<file path="src/rtl/rcc_div_sel_ctrl_if.sv">
// ---------------------------------------------------------------------------
// rcc_div_sel_ctrl_if
// Request channel from the register/config side into the divide-select
// sequencer. A new select code is transferred when req_valid && req_ready.
//
// Signals:
//   req_valid  master -> slave   new select request present
//   req_sel    master -> slave   requested divide-select code (SEL_W bits)
//   req_ready  slave  -> master  sequencer idle and able to take a request
// ---------------------------------------------------------------------------
interface rcc_div_sel_ctrl_if #(
    parameter int SEL_W = 4
);
    logic             req_valid;
    logic [SEL_W-1:0] req_sel;
    logic             req_ready;

    modport master (
        output req_valid,
        output req_sel,
        input  req_ready
    );

    modport slave (
        input  req_valid,
        input  req_sel,
        output req_ready
    );
endinterface

</file>
<file path="src/rtl/rcc_div_sel_ctrl.sv">
// ---------------------------------------------------------------------------
// rcc_div_sel_ctrl
// Owns the divide-select of the RCC 512-way clock divider. Each accepted
// ratio change gates the downstream clock, waits for a divider period
// boundary, applies the new select, lets the divider settle for a number of
// div_en pulses and then ungates, so downstream logic never sees a runt or
// truncated divided period.
//
// Ports:
//   i_clk        source clock, same clock as the divider
//   rst          asynchronous active-high reset
//   req_if       request channel (slave): req_valid / req_sel / req_ready
//   div_en       divider enable pulse, one cycle per divided period
//   div_sel      registered select driven to the divider
//   clk_gate_en  registered enable for the downstream clock gate
//   busy         registered, high in every state except IDLE
//   done         registered one-cycle pulse per completed request
//   timeout_err  sticky, set when ALIGN or SETTLE runs out of time;
//                cleared by the next accepted request
//
// State table:
//   state  | meaning
//   -------+-----------------------------------------------------------
//   IDLE   | ready for a request, clock running
//   DRAIN  | clock gated, letting the gate cell drain for GATE_DLY cycles
//   ALIGN  | waiting for a div_en pulse (divider period boundary)
//   SWITCH | one cycle, new select registered on exit
//   SETTLE | counting SETTLE_PULSES div_en pulses on the new ratio
//   RESUME | one cycle, clock re-enabled and done pulsed
// ---------------------------------------------------------------------------
module rcc_div_sel_ctrl #(
    parameter int               SEL_W         = 4,
    parameter logic [SEL_W-1:0] RESET_SEL     = '0,
    parameter int               GATE_DLY      = 2,
    parameter int               SETTLE_PULSES = 2,
    parameter int               TIMEOUT       = 1024
) (
    input  logic                i_clk,
    input  logic                rst,
    rcc_div_sel_ctrl_if.slave   req_if,
    input  logic                div_en,
    output logic [SEL_W-1:0]    div_sel,
    output logic                clk_gate_en,
    output logic                busy,
    output logic                done,
    output logic                timeout_err
);

    localparam int TMR_W = $clog2(TIMEOUT);

    // The timer is a saturating down-counter: loading N and terminating at
    // zero gives exactly N+1 cycles in the state. DRAIN reuses it.
    localparam logic [TMR_W-1:0] TMO_LOAD   = TMR_W'(TIMEOUT - 1);
    localparam logic [TMR_W-1:0] DRAIN_LOAD = TMR_W'(GATE_DLY - 1);
    localparam logic [2:0]       PCNT_LAST  = 3'(SETTLE_PULSES - 1);

    typedef enum logic [2:0] {
        S_IDLE,
        S_DRAIN,
        S_ALIGN,
        S_SWITCH,
        S_SETTLE,
        S_RESUME
    } state_t;

    state_t             state;
    state_t             next_state;

    logic [TMR_W-1:0]   tmr;
    logic [2:0]         pcnt;
    logic [SEL_W-1:0]   pend_sel;

    logic               accept;
    logic               sel_same;
    logic               tmr_tc;
    logic               pulse_hit;

    logic [SEL_W-1:0]   div_sel_d;
    logic               clk_gate_en_d;
    logic               busy_d;
    logic               done_d;
    logic               timeout_err_d;

    assign req_if.req_ready = (state == S_IDLE);

    assign accept    = req_if.req_valid && (state == S_IDLE);
    // Bit-exact compare: codes that alias to the same ratio are still a change.
    assign sel_same  = (req_if.req_sel == div_sel);
    assign tmr_tc    = (tmr == '0);
    assign pulse_hit = div_en && (pcnt == PCNT_LAST);

    // State register plus the datapath registers that follow it.
    always_ff @(posedge i_clk or posedge rst) begin
        if (rst) begin
            state       <= S_IDLE;
            tmr         <= '0;
            pcnt        <= '0;
            pend_sel    <= RESET_SEL;
            div_sel     <= RESET_SEL;
            clk_gate_en <= 1'b1;
            busy        <= 1'b0;
            done        <= 1'b0;
            timeout_err <= 1'b0;
        end else begin
            state       <= next_state;
            div_sel     <= div_sel_d;
            clk_gate_en <= clk_gate_en_d;
            busy        <= busy_d;
            done        <= done_d;
            timeout_err <= timeout_err_d;

            case (state)
                S_IDLE: begin
                    if (accept && !sel_same) begin
                        pend_sel <= req_if.req_sel;
                        tmr      <= DRAIN_LOAD;
                    end
                end
                S_DRAIN: begin
                    // Reload on exit so ALIGN starts with a full timeout.
                    if (tmr_tc) begin
                        tmr <= TMO_LOAD;
                    end else begin
                        tmr <= tmr - 1'b1;
                    end
                end
                S_ALIGN: begin
                    if (!tmr_tc) begin
                        tmr <= tmr - 1'b1;
                    end
                end
                S_SWITCH: begin
                    // div_en here is deliberately ignored: the divider is
                    // still on the old ratio this cycle.
                    tmr  <= TMO_LOAD;
                    pcnt <= '0;
                end
                S_SETTLE: begin
                    if (!tmr_tc) begin
                        tmr <= tmr - 1'b1;
                    end
                    if (div_en) begin
                        pcnt <= pcnt + 3'd1;
                    end
                end
                default: begin
                end
            endcase
        end
    end

    // Next-state logic.
    always_comb begin
        next_state = state;
        case (state)
            S_IDLE: begin
                if (accept) begin
                    next_state = sel_same ? S_RESUME : S_DRAIN;
                end
            end
            S_DRAIN: begin
                if (tmr_tc) begin
                    next_state = S_ALIGN;
                end
            end
            S_ALIGN: begin
                // A pulse on the last timer cycle still counts as aligned.
                if (div_en || tmr_tc) begin
                    next_state = S_SWITCH;
                end
            end
            S_SWITCH: begin
                next_state = S_SETTLE;
            end
            S_SETTLE: begin
                if (pulse_hit || tmr_tc) begin
                    next_state = S_RESUME;
                end
            end
            S_RESUME: begin
                next_state = S_IDLE;
            end
            default: begin
                next_state = S_IDLE;
            end
        endcase
    end

    // Output logic: next values for the registered outputs.
    always_comb begin
        div_sel_d     = div_sel;
        clk_gate_en_d = clk_gate_en;
        busy_d        = (next_state != S_IDLE);
        done_d        = 1'b0;
        timeout_err_d = timeout_err;

        if (accept) begin
            timeout_err_d = 1'b0;
            if (!sel_same) begin
                clk_gate_en_d = 1'b0;
            end
        end

        if ((state == S_ALIGN) && !div_en && tmr_tc) begin
            timeout_err_d = 1'b1;
        end

        if ((state == S_SETTLE) && !pulse_hit && tmr_tc) begin
            timeout_err_d = 1'b1;
        end

        if (state == S_SWITCH) begin
            div_sel_d = pend_sel;
        end

        // Entry into RESUME (from IDLE or SETTLE) ungates and flags done
        // for exactly the RESUME cycle.
        if (next_state == S_RESUME) begin
            clk_gate_en_d = 1'b1;
            done_d        = 1'b1;
        end
    end

endmodule

</file>
<file path="src/flat_wrapper.sv">
// flat-port wrapper written by rule: the top's interface ports become plain ports
module rcc_div_sel_ctrl_flat 
#(
    parameter int               SEL_W         = 4,
    parameter logic [SEL_W-1:0] RESET_SEL     = '0,
    parameter int               GATE_DLY      = 2,
    parameter int               SETTLE_PULSES = 2,
    parameter int               TIMEOUT       = 1024
)
  (i_clk, rst, div_en, div_sel, clk_gate_en, busy, done, timeout_err, req_if_req_valid, req_if_req_sel, req_if_req_ready);
  rcc_div_sel_ctrl_if #(.SEL_W(SEL_W)) req_if_i ();
  input  logic i_clk;
  input  logic rst;
  input  logic div_en;
  output logic [SEL_W-1:0] div_sel;
  output logic clk_gate_en;
  output logic busy;
  output logic done;
  output logic timeout_err;
  input wire logic [$bits(req_if_i.req_valid)-1:0] req_if_req_valid;
  input wire logic [$bits(req_if_i.req_sel)-1:0] req_if_req_sel;
  output wire logic [$bits(req_if_i.req_ready)-1:0] req_if_req_ready;
  assign req_if_i.req_valid = req_if_req_valid;
  assign req_if_i.req_sel = req_if_req_sel;
  assign req_if_req_ready = req_if_i.req_ready;
  rcc_div_sel_ctrl #(.SEL_W(SEL_W), .RESET_SEL(RESET_SEL), .GATE_DLY(GATE_DLY), .SETTLE_PULSES(SETTLE_PULSES), .TIMEOUT(TIMEOUT)) u_core (.i_clk(i_clk), .rst(rst), .req_if(req_if_i), .div_en(div_en), .div_sel(div_sel), .clk_gate_en(clk_gate_en), .busy(busy), .done(done), .timeout_err(timeout_err));
endmodule
</file>
<file path="config.mk">
export PLATFORM = sky130hd
export DESIGN_NAME = rcc_div_sel_ctrl_flat
export DESIGN_NICKNAME = d
export VERILOG_FILES = /design/src/rtl/rcc_div_sel_ctrl_if.sv /design/src/rtl/rcc_div_sel_ctrl.sv /design/src/flat_wrapper.sv
export SDC_FILE = /design/constraint.sdc
export NUM_CORES = 1
export LEC_CHECK = 0
export CAP_MARGIN = 10
export CORE_ASPECT_RATIO = 0.6
export CORE_UTILIZATION = 60
export CTS_BUF_LIST = sky130_fd_sc_hd__clkbuf_4 sky130_fd_sc_hd__clkbuf_8
export DETAILED_ROUTE_END_ITERATION = 10
export GPL_TIMING_DRIVEN = 1
export PLACE_DENSITY = 0.85
export SYNTH_ARGS = -nofsm -noshare
export SYNTH_HDL_FRONTEND = slang
export SYNTH_SLANG_ARGS = --single-unit
</file>
<file path="constraint.sdc">
create_clock -name i_clk -period 5.07 [get_ports i_clk]
set_input_delay 0.507 -clock i_clk [delete_from_list [all_inputs] [get_ports i_clk]]
set_output_delay 0.507 -clock i_clk [all_outputs]
set_load 0.1 [all_outputs]
</file>
Word level (Yosys, flattened, before mapping)
Cells that the tools add are included.
{"block": "totals", "output_inout_bits": 9, "inputBits": 8, "wordCells": 65, "ff_bits": 28}
{"block": "classes", "n_reduce_logical": 24, "n_eq_ne": 11, "mux": 19, "add_sub_neg": 2}
{"op": "$pmux W10 S4", "count": 1}
{"op": "$mux W10", "count": 3}
{"op": "$mux W3", "count": 6}
{"op": "$pmux W3 S5", "count": 1}
{"op": "$logic_not A10 Y1", "count": 1}
{"op": "$sub A10 B1 Y10 const B", "count": 1}
{"op": "$logic_and A1 B1 Y1", "count": 7}
{"op": "$mux W1", "count": 7}
{"op": "$eq A3 B1 Y1 const B", "count": 2}
{"op": "$eq A3 B2 Y1 const B", "count": 2}
{"op": "$eq A3 B3 Y1 const B", "count": 2}
{"op": "$ne A2 B2 Y1 const B", "count": 3}
{"op": "$pmux W3 S2", "count": 1}
{"op": "$reduce_and A2 Y1", "count": 3}
{"op": "$reduce_bool A3 Y1", "count": 2}
{"op": "$eq A4 B4 Y1", "count": 1}
{"op": "$reduce_bool A2 Y1", "count": 2}
{"op": "$reduce_bool A4 Y1", "count": 1}
{"op": "$add A3 B1 Y3 const B", "count": 1}
{"op": "$logic_not A1 Y1", "count": 3}
{"op": "$logic_not A3 Y1", "count": 1}
{"op": "$reduce_and A3 Y1", "count": 1}
{"op": "$logic_or A1 B1 Y1", "count": 2}
{"op": "$ne A2 B1 Y1 const B", "count": 1}
{"op": "$reduce_or A2 Y1", "count": 1}

Logic depth before layout (Yosys ltp)
Gate-level depths: netlist (run 1).
{"block": "depth", "ltp_word": 8, "mapped_depth": 8, "ltp_nobuf": 7}

Worst setup path after synthesis (run 1)
No wires, ideal clock.
{"block": "synth_path", "path_kind": "register to register", "from": "reg u_core.tmr[0]", "to": "reg u_core.tmr[1]", "stages_incl_launch_ff": 9, "path_buffers": 1, "setup_time_ns": 0.126, "period_less_slack_ns": 2.391, "required_time_ns": 4.944, "arrival_time_ns": 2.265, "slack_ns": 2.679, "path_cell_list": "dfrtp_1 -> inv_1 -> ha_1 -> or4b_1 -> buf_2 -> nor3_2 -> o21bai_1 -> a22o_1 -> a221o_1"}
{"block": "synth_between", "elab_chain_cells": 3, "elab_cells_between_ends": 7, "cone_classes": "add/sub (1); eq/ne (1); mux (3); reduce/logical (2)"}
{"item": "from (decl)", "line_no": "rcc_div_sel_ctrl.sv:69", "source": "logic [TMR_W-1:0] tmr;"}
{"item": "from (signal assigned)", "line_no": "rcc_div_sel_ctrl.sv:124", "source": "tmr <= tmr - 1'b1;"}
{"item": "from (signal assigned)", "line_no": "rcc_div_sel_ctrl.sv:129", "source": "tmr <= tmr - 1'b1;"}
{"item": "from (signal assigned)", "line_no": "rcc_div_sel_ctrl.sv:140", "source": "tmr <= tmr - 1'b1;"}
{"item": "$sub A10 B1 Y10 or $logic_not A10 Y1 (tied branches)"}
{"item": "$mux W10 (tied with other cells)", "line_no": "rcc_div_sel_ctrl.sv:128, rcc_div_sel_ctrl.sv:139"}
{"item": "$pmux W10 S4 or $reduce_and A3 Y1 (tied branches)"}
Several ways; a longest one is shown, not always the timed one. The select of a mux whose other input is x is not followed.
A chain may end at the register's enable or synchronous reset.

Worst setup path in the final report (run 1)
{"block": "layout_path", "from": "reg u_core.state[1]", "to": "out req_if_req_ready"}
{"block": "layout_between", "elab_chain_cells": 1}
{"item": "from (decl)", "line_no": "rcc_div_sel_ctrl.sv:66", "source": "state_t state;"}
{"item": "from (signal assigned)", "line_no": "rcc_div_sel_ctrl.sv:105", "source": "state <= next_state;"}
{"item": "$logic_not A3 Y1", "line_no": "rcc_div_sel_ctrl.sv:84", "source": "assign req_if.req_ready = (state == S_IDLE);"}
{"item": "to (decl)", "line_no": "flat_wrapper.sv:22", "source": "output wire logic [$bits(req_if_i.req_ready)-1:0] req_if_req_ready;"}
No other way between the ends.

==> results.sh, run 1 <==
export IMPL_status="complete, no violations"
export IMPL_synth_cell_types=46
export IMPL_cp_max_fo=23
export IMPL_post_place_ws_ns=2.34
export IMPL_port_buffers=16
export IMPL_grt_antenna_before_repair=0
export IMPL_critPathArrivalTime_ns=2.47
export IMPL_ys_warn_count=0
export IMPL_dieArea_um2=2960
export IMPL_start_util=0.643
export IMPL_drv_cap=0
export IMPL_rr_endpoint="u_core.tmr[1]$_DFFE_PP0P_"
export IMPL_synth_ff_type="dfrtp_1"
export IMPL_slowest_delay_ns=1.14
export IMPL_grt_start_max_net_pins=29
export IMPL_area_delta_synth_final_pct=13.6
export IMPL_dr_pass1_iters=5
export IMPL_postSynthAreaPerCell_um2=9.73
export IMPL_crit_chain="nor2_1, nand2_1, inv_1, clkdlybuf4s50_1"
export IMPL_ys_seq_area_frac=0.427
export IMPL_row_count=14
export IMPL_fin_crit_sh=0.588
export IMPL_cts_setup_buffers=0
export IMPL_setup_slack_ns=2.09
export IMPL_wl_um=3780
export IMPL_synth_edf_count=0
export IMPL_core_area_um2=2560
export IMPL_fin_crit_ns=2.98
export IMPL_grt_pass1_wl_um=6100
export IMPL_overflow=0
export IMPL_final_cells=213
export IMPL_syn_inst=169
export IMPL_numCtsBuffers=3
export IMPL_critPathCapture="req_if_req_ready"
export IMPL_drv_slew=0
export IMPL_reg2reg_setup_slack_ns=2.27
export IMPL_fillCellCount=188
export IMPL_syn_cell_area_um2=1640
export IMPL_layout_common_cells="dfrtp_1, o21ai_0, clkdlybuf4s50_1"
export IMPL_grt_pass1_vias=1248
export IMPL_dpl_hpwl_um=2810
export IMPL_vias=1397
export IMPL_setup_viol=0
export IMPL_crit_family="buffers and inverters"
export IMPL_synth_top_area_frac=0.411
export IMPL_postCtsHoldBufs=0
export IMPL_final_common_cell="dfrtp_1"
export IMPL_critPathCaptureType="output port"
export IMPL_chipHeight_um=42.5
export IMPL_max_slew_margin_rel=0.317
export IMPL_power_density_nw_per_um2=203
export IMPL_track_usage=0.273
export IMPL_crit_cells=4
export IMPL_fin_skew_ns=0.00288
export IMPL_place_congestion=0.893
export IMPL_required_ns=4.56
export IMPL_finish_utilization=0.730
export IMPL_clockBufferDepth=2
export IMPL_drtIter0Drc=157
export IMPL_r2r_start="u_core.tmr[0]$_DFFE_PP0P_"
export IMPL_setup_worst_path_start_class="flip-flop"
export IMPL_cts_root_buf="clkbuf_8"
export IMPL_netlist_top_cells_area="dfrtp_1, mux2_2, o21ai_0"
export IMPL_chipWidth_um=69.6
export IMPL_ios=17
export IMPL_hold_violations=0
export IMPL_setup_tns_ns=0
export IMPL_fmax_mhz=335
export IMPL_remaining_drc_errors=0
export IMPL_cts_htree_levels=1
export IMPL_synth_nets=180
export IMPL_critPathKind="reg -> out"
export IMPL_tightestPinTransition_ns=1.02
export IMPL_cts_clk_slew_worst_paths_ns=0.09
export IMPL_reg2regPathDepth=7
export IMPL_synth_top_cell_by_area="dfrtp_1"
export IMPL_grt_setup_unrepaired="false"
export IMPL_post_place_cells=209
export IMPL_cts_tree="done"
export IMPL_routed_via_density=6.56
export IMPL_insertion_delay_ns=0.27
export IMPL_ir_drop_mv=0.203
export IMPL_async_flop_share=1.00
export IMPL_p_leak_nw=0.843
export IMPL_final_antenna_net_count=0
export IMPL_path_buf_inv=2
export IMPL_startpoint="u_core.state[1]$_DFF_PP0_"
export IMPL_ctsResizeCount=0
export IMPL_routedWlPerCell_um=17.7
export IMPL_min_path_type="reg -> reg"
export IMPL_fin_nets=193
export IMPL_slowest_stage="clkdlybuf4s50_1"
export IMPL_numClockSinks=28
export IMPL_diodes=0
export IMPL_drive_gt1_frac=0.116
export IMPL_ys_ff_latch=28
[through the flow]
stage	power, mW	hold slack [ns]	instance area (um^2)
5_1_grt	0.391	0.534	1870
6_report	0.379	0.508	1870
3_3_place_gp	0.246	0.480	1810
3_5_place_dp	0.247	0.487	1810
2_1_floorplan	0.238	0.475	1640
4_1_cts	0.380	0.511	1870
[worst register-to-register path, cell delays in order (launching register included)]
cell      delay, ns
dfrtp_1        0.47
inv_1          0.12
ha_1           0.22
or4b_1         0.61
nor3_2         0.54
o21bai_1       0.14
a22o_1         0.25
a221o_1        0.34
[worst min path at each step]
stage	start	endpoint	slack (ns)	cells after the start
global placement	u_core.timeout_err$_DFFE_PP0P_	u_core.timeout_err$_DFFE_PP0P_	0.48	2
detailed placement	u_core.timeout_err$_DFFE_PP0P_	u_core.timeout_err$_DFFE_PP0P_	0.49	2
finish	u_core.pend_sel[3]$_DFFE_PP0P_	u_core.div_sel[3]$_DFFE_PP0P_	0.51	1
global route	u_core.pend_sel[3]$_DFFE_PP0P_	u_core.div_sel[3]$_DFFE_PP0P_	0.53	1
CTS	u_core.pend_sel[3]$_DFFE_PP0P_	u_core.div_sel[3]$_DFFE_PP0P_	0.51	1
floorplan	u_core.pend_sel[0]$_DFFE_PP0P_	u_core.div_sel[0]$_DFFE_PP0P_	0.47	1
[registers in the layout (all words and copies together), names as in the netlist]
signal,flops
u_core.done,1
u_core.timeout_err,1
u_core.pend_sel,4
u_core.state,3
u_core.clk_gate_en,1
u_core.tmr,10
u_core.div_sel,4
u_core.busy,1
u_core.pcnt,3
[cell families after synthesis]
| group | count (synthesis) | synth area share |
|---|---|---|
| AO/OA/AOI/OAI | 51 | 0.218 |
| XOR/XNOR | 11 | 0.0586 |
| adder cells (fa/ha/maj) | 3 | 0.0228 |
| buffers and inverters | 16 | 0.0373 |
| flip-flops | 28 | 0.427 |
| multiplexers | 9 | 0.0609 |
| AND/OR/NAND/NOR | 51 | 0.175 |
[power breakdown]
part           internal [mW]  leakage (nW)  total [mW]  switching [mW]
logic                0.00700         0.457      0.0185          0.0115
clock network         0.0695        0.0288       0.137          0.0674
registers              0.224         0.357       0.224        0.000249
[routing by layer]
metal / GRT usage / wire length, um / part of all wire / vias up
li1: - / - / - / 640
met1: 0.416 / 1680 / 0.45 / 663
met2: 0.388 / 1650 / 0.44 / 88
met3: 0.0721 / 403 / 0.11 / 6
met4: 0.0612 / 40 / 0.011 / 0
met5: 0 / 0 / 0 / -
[cell type report]
cell class                 instances  area, um^2  area share
clock buffer                       4        55.1      0.0295
inverter                           8        30.0      0.0161
multi-input combinational        125         881       0.472
sequential                        28         702       0.376
tap                               32        40.0      0.0214
timing repair buffer              16         160      0.0857
[cells in the mapped netlist, types with 2 or more instances]
library cell / instances
dfrtp_1: 27
o21ai_0: 16
nand2_1: 12
a21oi_1: 8
inv_1: 8
mux2_2: 8
a22o_1: 7
nor2_1: 7
xnor2_1: 7
clkbuf_1: 6
nand2b_1: 4
nand3_1: 4
nor2b_1: 4
nor3_1: 4
xor2_1: 4
ha_1: 3
nor4_1: 3
or3_1: 3
a21boi_0: 2
a21o_1: 2
a311oi_1: 2
o31ai_1: 2
or3_4: 2
or4_1: 2
Power figures use the tool's default switching activity.
==> run 2: changes to the inputs <==
--- a/config.mk
+++ b/config.mk
@@ -7,11 +7,11 @@
 export LEC_CHECK = 0
 export CAP_MARGIN = 10
 export CORE_ASPECT_RATIO = 0.6
-export CORE_UTILIZATION = 60
+export CORE_UTILIZATION = 53
 export CTS_BUF_LIST = sky130_fd_sc_hd__clkbuf_4 sky130_fd_sc_hd__clkbuf_8
 export DETAILED_ROUTE_END_ITERATION = 10
 export GPL_TIMING_DRIVEN = 1
-export PLACE_DENSITY = 0.85
+export PLACE_DENSITY = 0.79
 export SYNTH_ARGS = -nofsm -noshare
 export SYNTH_HDL_FRONTEND = slang
 export SYNTH_SLANG_ARGS = --single-unit
==> constraint.sdc (replaced) <==
create_clock -name i_clk -period 2.45 [get_ports i_clk]
set_input_delay 0.245 -clock i_clk [delete_from_list [all_inputs] [get_ports i_clk]]
set_output_delay 0.245 -clock i_clk [all_outputs]
set_load 0.1 [all_outputs]
==> results.sh, run 2 (synthesized netlist as in run 1, its figures left out) <==
export IMPL_power_density_nw_per_um2=411
export IMPL_clockPowerShare=0.366
export IMPL_cp_max_fo=3
export IMPL_grt_pass1_wl_um=6610
export IMPL_ios=17
export IMPL_min_path_type="in -> async"
export IMPL_grt_antenna_before_repair=0
export IMPL_ir_drop_mv=0.273
export IMPL_numCtsBuffers=3
export IMPL_setup_worst_path_start_class="flip-flop"
export IMPL_grt_setup_unrepaired="false"
export IMPL_core_area_um2=2910
export IMPL_remaining_drc_errors=0
export IMPL_crit_family="simple AND/OR/NAND/NOR gates"
export IMPL_start_util=0.565
export IMPL_max_slew_margin_rel=0.582
export IMPL_diodes=0
export IMPL_port_buffers=16
export IMPL_clockBufferDepth=2
export IMPL_required_ns=2.68
export IMPL_critPathArrivalTime_ns=2.59
export IMPL_final_antenna_net_count=0
export IMPL_p_int_mw=0.622
export IMPL_power_frac_seq=0.584
export IMPL_overflow=0
export IMPL_place_congestion=0.915
export IMPL_hold_violations=0
export IMPL_grt_start_max_net_pins=29
export IMPL_path_buf_inv=1
export IMPL_largest_reg_flops=10
export IMPL_combPwrFrac=0.050
export IMPL_fin_skew_ns=0.00180
export IMPL_cts_htree_levels=1
export IMPL_p_leak_nw=0.906
export IMPL_reg2regPathDepth=7
export IMPL_drtIter0Drc=153
export IMPL_fin_crit_sh=0.965
export IMPL_slowest_stage="or4b_4"
export IMPL_final_common_cell="dfrtp_1"
export IMPL_largest_register="u_core.tmr"
export IMPL_critPathCaptureType="flip-flop"
export IMPL_routedWlPerCell_um=16.9
export IMPL_layout_common_cells="dfrtp_1, buf_4, o21ai_0"
export IMPL_fillCellCount=243
export IMPL_reg_top3="u_core.tmr x10, u_core.div_sel x4, u_core.pend_sel x4"
export IMPL_setup_viol=0
export IMPL_cts_tree="done"
export IMPL_design_area_um2=1930
export IMPL_critPathKind="reg -> reg"
export IMPL_numClockSinks=28
export IMPL_crit_cells=7
export IMPL_insertion_delay_ns=0.28
export IMPL_critical_path_most_common_cell="or3_4"
export IMPL_grt_pass1_vias=1339
export IMPL_power_total_mw=0.793
export IMPL_dieArea_um2=3340
export IMPL_switching_power_mw=0.171
export IMPL_setup_tns_ns=0
export IMPL_post_place_cells=228
export IMPL_dpl_hpwl_um=2900
export IMPL_chipWidth_um=73.9
export IMPL_slowest_delay_ns=0.50
export IMPL_whs_ns=0.326
export IMPL_area_delta_synth_final_pct=17.4
export IMPL_drv_cap=0
export IMPL_fmax_mhz=423
export IMPL_chipHeight_um=45.1
export IMPL_routed_via_density=6.03
export IMPL_cts_root_buf="clkbuf_8"
export IMPL_drv_slew=0
export IMPL_status="complete, no violations"
export IMPL_placed_area_um2=1870
export IMPL_final_cells=232
export IMPL_track_usage=0.277
export IMPL_drive_gt1_frac=0.211
export IMPL_postCtsHoldBufs=0
export IMPL_fin_crit_ns=2.36
export IMPL_vias=1399
export IMPL_dr_pass1_iters=4
export IMPL_crit_chain="inv_1, ha_1, or4b_4, or3_4, or3_4, a31oi_4, a21o_1"
export IMPL_p_sw_frac=0.216
export IMPL_cts_clk_slew_worst_paths_ns=0.09
export IMPL_tightestPinTransition_ns=0.621
export IMPL_wl_um=3930
export IMPL_fin_nets=202
export IMPL_row_count=15
==> run 2: repair_timing <==
action / CTS / global route
buffers inserted: 0 / 0
endpoints found under the setup margin: 0 / 1
resized for setup: 0 / 1
==> run 2: worst paths after layout <==
kind                                                 from                             end  slack (ns)
setup / recovery                u_core.tmr[0]$_DFFE_PP0P_  u_core.clk_gate_en$_DFFE_PP1P_        0.09
max in group asynchronous                             rst  u_core.clk_gate_en$_DFFE_PP1P_        1.82
min in group i_clk         u_core.timeout_err$_DFFE_PP0P_  u_core.timeout_err$_DFFE_PP0P_        0.52
hold / removal                                        rst       u_core.tmr[9]$_DFFE_PP0P_        0.33
hold reg to reg            u_core.timeout_err$_DFFE_PP0P_  u_core.timeout_err$_DFFE_PP0P_        0.52
setup reg to reg                u_core.tmr[0]$_DFFE_PP0P_  u_core.clk_gate_en$_DFFE_PP1P_        0.09
==> run 2: worst reg2reg max path, cell delays in order, from the launching register on <==
cell and delay, ns:
dfrtp_1 0.40, inv_1 0.10, ha_1 0.22, or4b_4 0.50, or3_4 0.40, or3_4 0.39
a31oi_4 0.19, a21o_1 0.11
==> run 2: layout make-up <==
class                           count  area, um^2  share of cell area
Inverter                            8        30.0              0.0156
Sequential cell                    28         702               0.364
Clock buffer                        4        55.1              0.0285
Multi-Input combinational cell    125         885               0.458
Timing Repair Buffer               25         205               0.106
Tap cell                           42        52.6              0.0272
==> run 2: power groups by stage <==
stage	Combinational [mW]	Sequential, mW	Clock [mW]
floorplan	0.0139	0.478	0
global route	0.0444	0.463	0.310
CTS	0.0410	0.463	0.296
finish	0.0400	0.463	0.290
detailed placement	0.0408	0.472	0
global placement	0.0394	0.472	0
==> run 2: per-layer routing <==
| layer | up-vias | routed length, um | global-route usage |
|---|---|---|---|
| met1 | 686 | 1840 | 0.376 |
| met3 | 6 | 278 | 0.0915 |
| met4 | 0 | 49 | 0.104 |
| li1 | 659 | - | - |
| met5 | - | 0 | 0 |
| met2 | 48 | 1760 | 0.413 |
==> run 2: metrics by stage <==
| step | utilization | worst slack, ns |
|---|---|---|
| 5_1_grt | 0.663 | 0.00273 |
| 3_5_place_dp | 0.643 | 0.0859 |
| 6_report | 0.663 | 0.0862 |
| 4_1_cts | 0.662 | 0.0603 |
| 2_1_floorplan | - | 0.0589 |
| 3_3_place_gp | 0.643 | 0.196 |
==> run 3: changes to the inputs <==
--- a/config.mk
+++ b/config.mk
@@ -12,6 +12,7 @@
 export DETAILED_ROUTE_END_ITERATION = 10
 export GPL_TIMING_DRIVEN = 1
 export PLACE_DENSITY = 0.79
+export SETUP_SLACK_MARGIN = 0.2
 export SYNTH_ARGS = -nofsm -noshare
 export SYNTH_HDL_FRONTEND = slang
 export SYNTH_SLANG_ARGS = --single-unit
==> results.sh, run 3 (synthesized netlist as in run 1, its figures left out) <==
export IMPL_diodes=0
export IMPL_postCtsHoldBufs=0
export IMPL_cts_clk_slew_worst_paths_ns=0.10
export IMPL_overflow=0
export IMPL_drtIter0Drc=186
export IMPL_ir_drop_mv=0.370
export IMPL_insertion_delay_ns=0.28
export IMPL_min_path_type="in -> async"
export IMPL_area_delta_synth_final_pct=20.8
export IMPL_cts_tree="done"
export IMPL_slowest_delay_ns=0.51
export IMPL_grt_pass1_vias=1345
export IMPL_reg2regPathDepth=7
export IMPL_wl_um=3940
export IMPL_power_density_nw_per_um2=399
export IMPL_crit_family="simple AND/OR/NAND/NOR gates"
export IMPL_reg2reg_setup_slack_ns=0.20
export IMPL_tightestPinTransition_ns=0.557
export IMPL_chipWidth_um=73.9
export IMPL_clockBufferDepth=2
export IMPL_remaining_drc_errors=0
export IMPL_placed_area_um2=1880
export IMPL_dr_pass1_iters=4
export IMPL_finish_utilization=0.683
export IMPL_crit_cells=7
export IMPL_grt_pass1_wl_um=6380
export IMPL_port_buffers=16
export IMPL_start_util=0.565
export IMPL_setup_slack_ns=0.205
export IMPL_numCtsBuffers=3
export IMPL_fmax_mhz=445
export IMPL_routed_via_density=5.97
export IMPL_rr_endpoint="u_core.clk_gate_en$_DFFE_PP1P_"
export IMPL_reg_top3="u_core.tmr x10, u_core.div_sel x4, u_core.pend_sel x4"
export IMPL_critPathArrivalTime_ns=2.47
export IMPL_required_ns=2.67
export IMPL_grt_setup_unrepaired="true"
export IMPL_slowest_stage="or4b_4"
export IMPL_core_area_um2=2910
export IMPL_fin_skew_ns=0.0132
export IMPL_numClockSinks=28
export IMPL_critPathKind="reg -> reg"
export IMPL_final_common_cell="dfrtp_1"
export IMPL_setup_tns_ns=0
export IMPL_ios=17
export IMPL_routedWlPerCell_um=16.7
export IMPL_fin_nets=205
export IMPL_place_congestion=0.948
export IMPL_fin_crit_sh=0.916
export IMPL_status="complete, no violations"
export IMPL_r2r_start="u_core.tmr[0]$_DFFE_PP0P_"
export IMPL_setup_worst_path_start_class="flip-flop"
export IMPL_whs_ns=0.313
export IMPL_path_buf_inv=1
export IMPL_drive_gt1_frac=0.264
export IMPL_power_total_mw=0.793
export IMPL_row_count=15
export IMPL_vias=1404
export IMPL_critPathCapture="u_core.clk_gate_en$_DFFE_PP1P_"
export IMPL_largest_reg_flops=10
export IMPL_p_leak_nw=0.907
export IMPL_startpoint="u_core.tmr[0]$_DFFE_PP0P_"
export IMPL_final_antenna_net_count=0
export IMPL_hold_violations=0
export IMPL_cts_htree_levels=1
export IMPL_fillCellCount=212
export IMPL_dpl_hpwl_um=2700
export IMPL_final_cells=235
export IMPL_dieArea_um2=3340
export IMPL_grt_antenna_before_repair=0
export IMPL_largest_register="u_core.tmr"
export IMPL_layout_common_cells="dfrtp_1, buf_4, o21ai_0"
export IMPL_crit_chain="inv_2, ha_4, or4b_4, or3_4, or3_4, a31oi_4, a21o_1"
export IMPL_drv_slew=0
export IMPL_post_place_cells=225
export IMPL_fin_crit_ns=2.25
export IMPL_setup_viol=0
export IMPL_cts_root_buf="clkbuf_8"
export IMPL_grt_start_max_net_pins=29
export IMPL_post_place_ws_ns=0.123
export IMPL_drv_cap=0
export IMPL_cp_max_fo=4
export IMPL_critPathCaptureType="flip-flop"
export IMPL_chipHeight_um=45.1
export IMPL_design_area_um2=1990
export IMPL_track_usage=0.259
export IMPL_critical_path_most_common_cell="or3_4"
export IMPL_max_slew_margin_rel=0.625
[run 3: cell types whose count changed in the layout (fill, tap and decap cells not counted), sizes merged]
cell	change
inv	-1
clkinvlp	+1
buf	+3
[run 3: report_power, final]
part	switching (mW)	internal [mW]	total, mW
Clock	0.146	0.144	0.290
Combinational	0.0241	0.0153	0.0393
Sequential	0.000759	0.463	0.463
Total	0.171	0.622	0.793
[run 3: per-layer routing]
metal	track usage	vias to the layer above	part of all wire
met5	0	-	0
met4	0.0615	0	0.0023
met3	0.0670	2	0.084
met2	0.404	58	0.45
met1	0.364	682	0.46
li1	-	662	-
[run 3: layout make-up]
cell class                      instances  area, um^2  share of cell area
Sequential cell                        28         706               0.355
Tap cell                               42        52.6              0.0265
Inverter                                8        33.8              0.0170
Multi-Input combinational cell        125         907               0.457
Timing Repair Buffer                   28         231               0.117
Clock buffer                            4        55.1              0.0277
[run 3: timing repair]
action,in CTS,in global routing
gates cloned,0,0
resized for setup,1,3
pin swaps,1,3
endpoints found under the setup margin,10,9
setup buffers,5,1
[run 3: worst min-delay path, cell delays in order]
cell	delay [ns]
clkdlybuf4s50_1	0.39
inv_1	0.05
buf_4	0.33
[run 3: how the worst min path moves through the flow]
stage               slack, ns                        endpoint
finish                   0.31       u_core.tmr[8]$_DFFE_PP0P_
global placement         0.48   u_core.div_sel[3]$_DFFE_PP0P_
CTS                      0.34       u_core.tmr[8]$_DFFE_PP0P_
global route             0.39       u_core.tmr[8]$_DFFE_PP0P_
floorplan                0.31           u_core.busy$_DFF_PP0_
detailed placement       0.49  u_core.pend_sel[1]$_DFFE_PP0P_
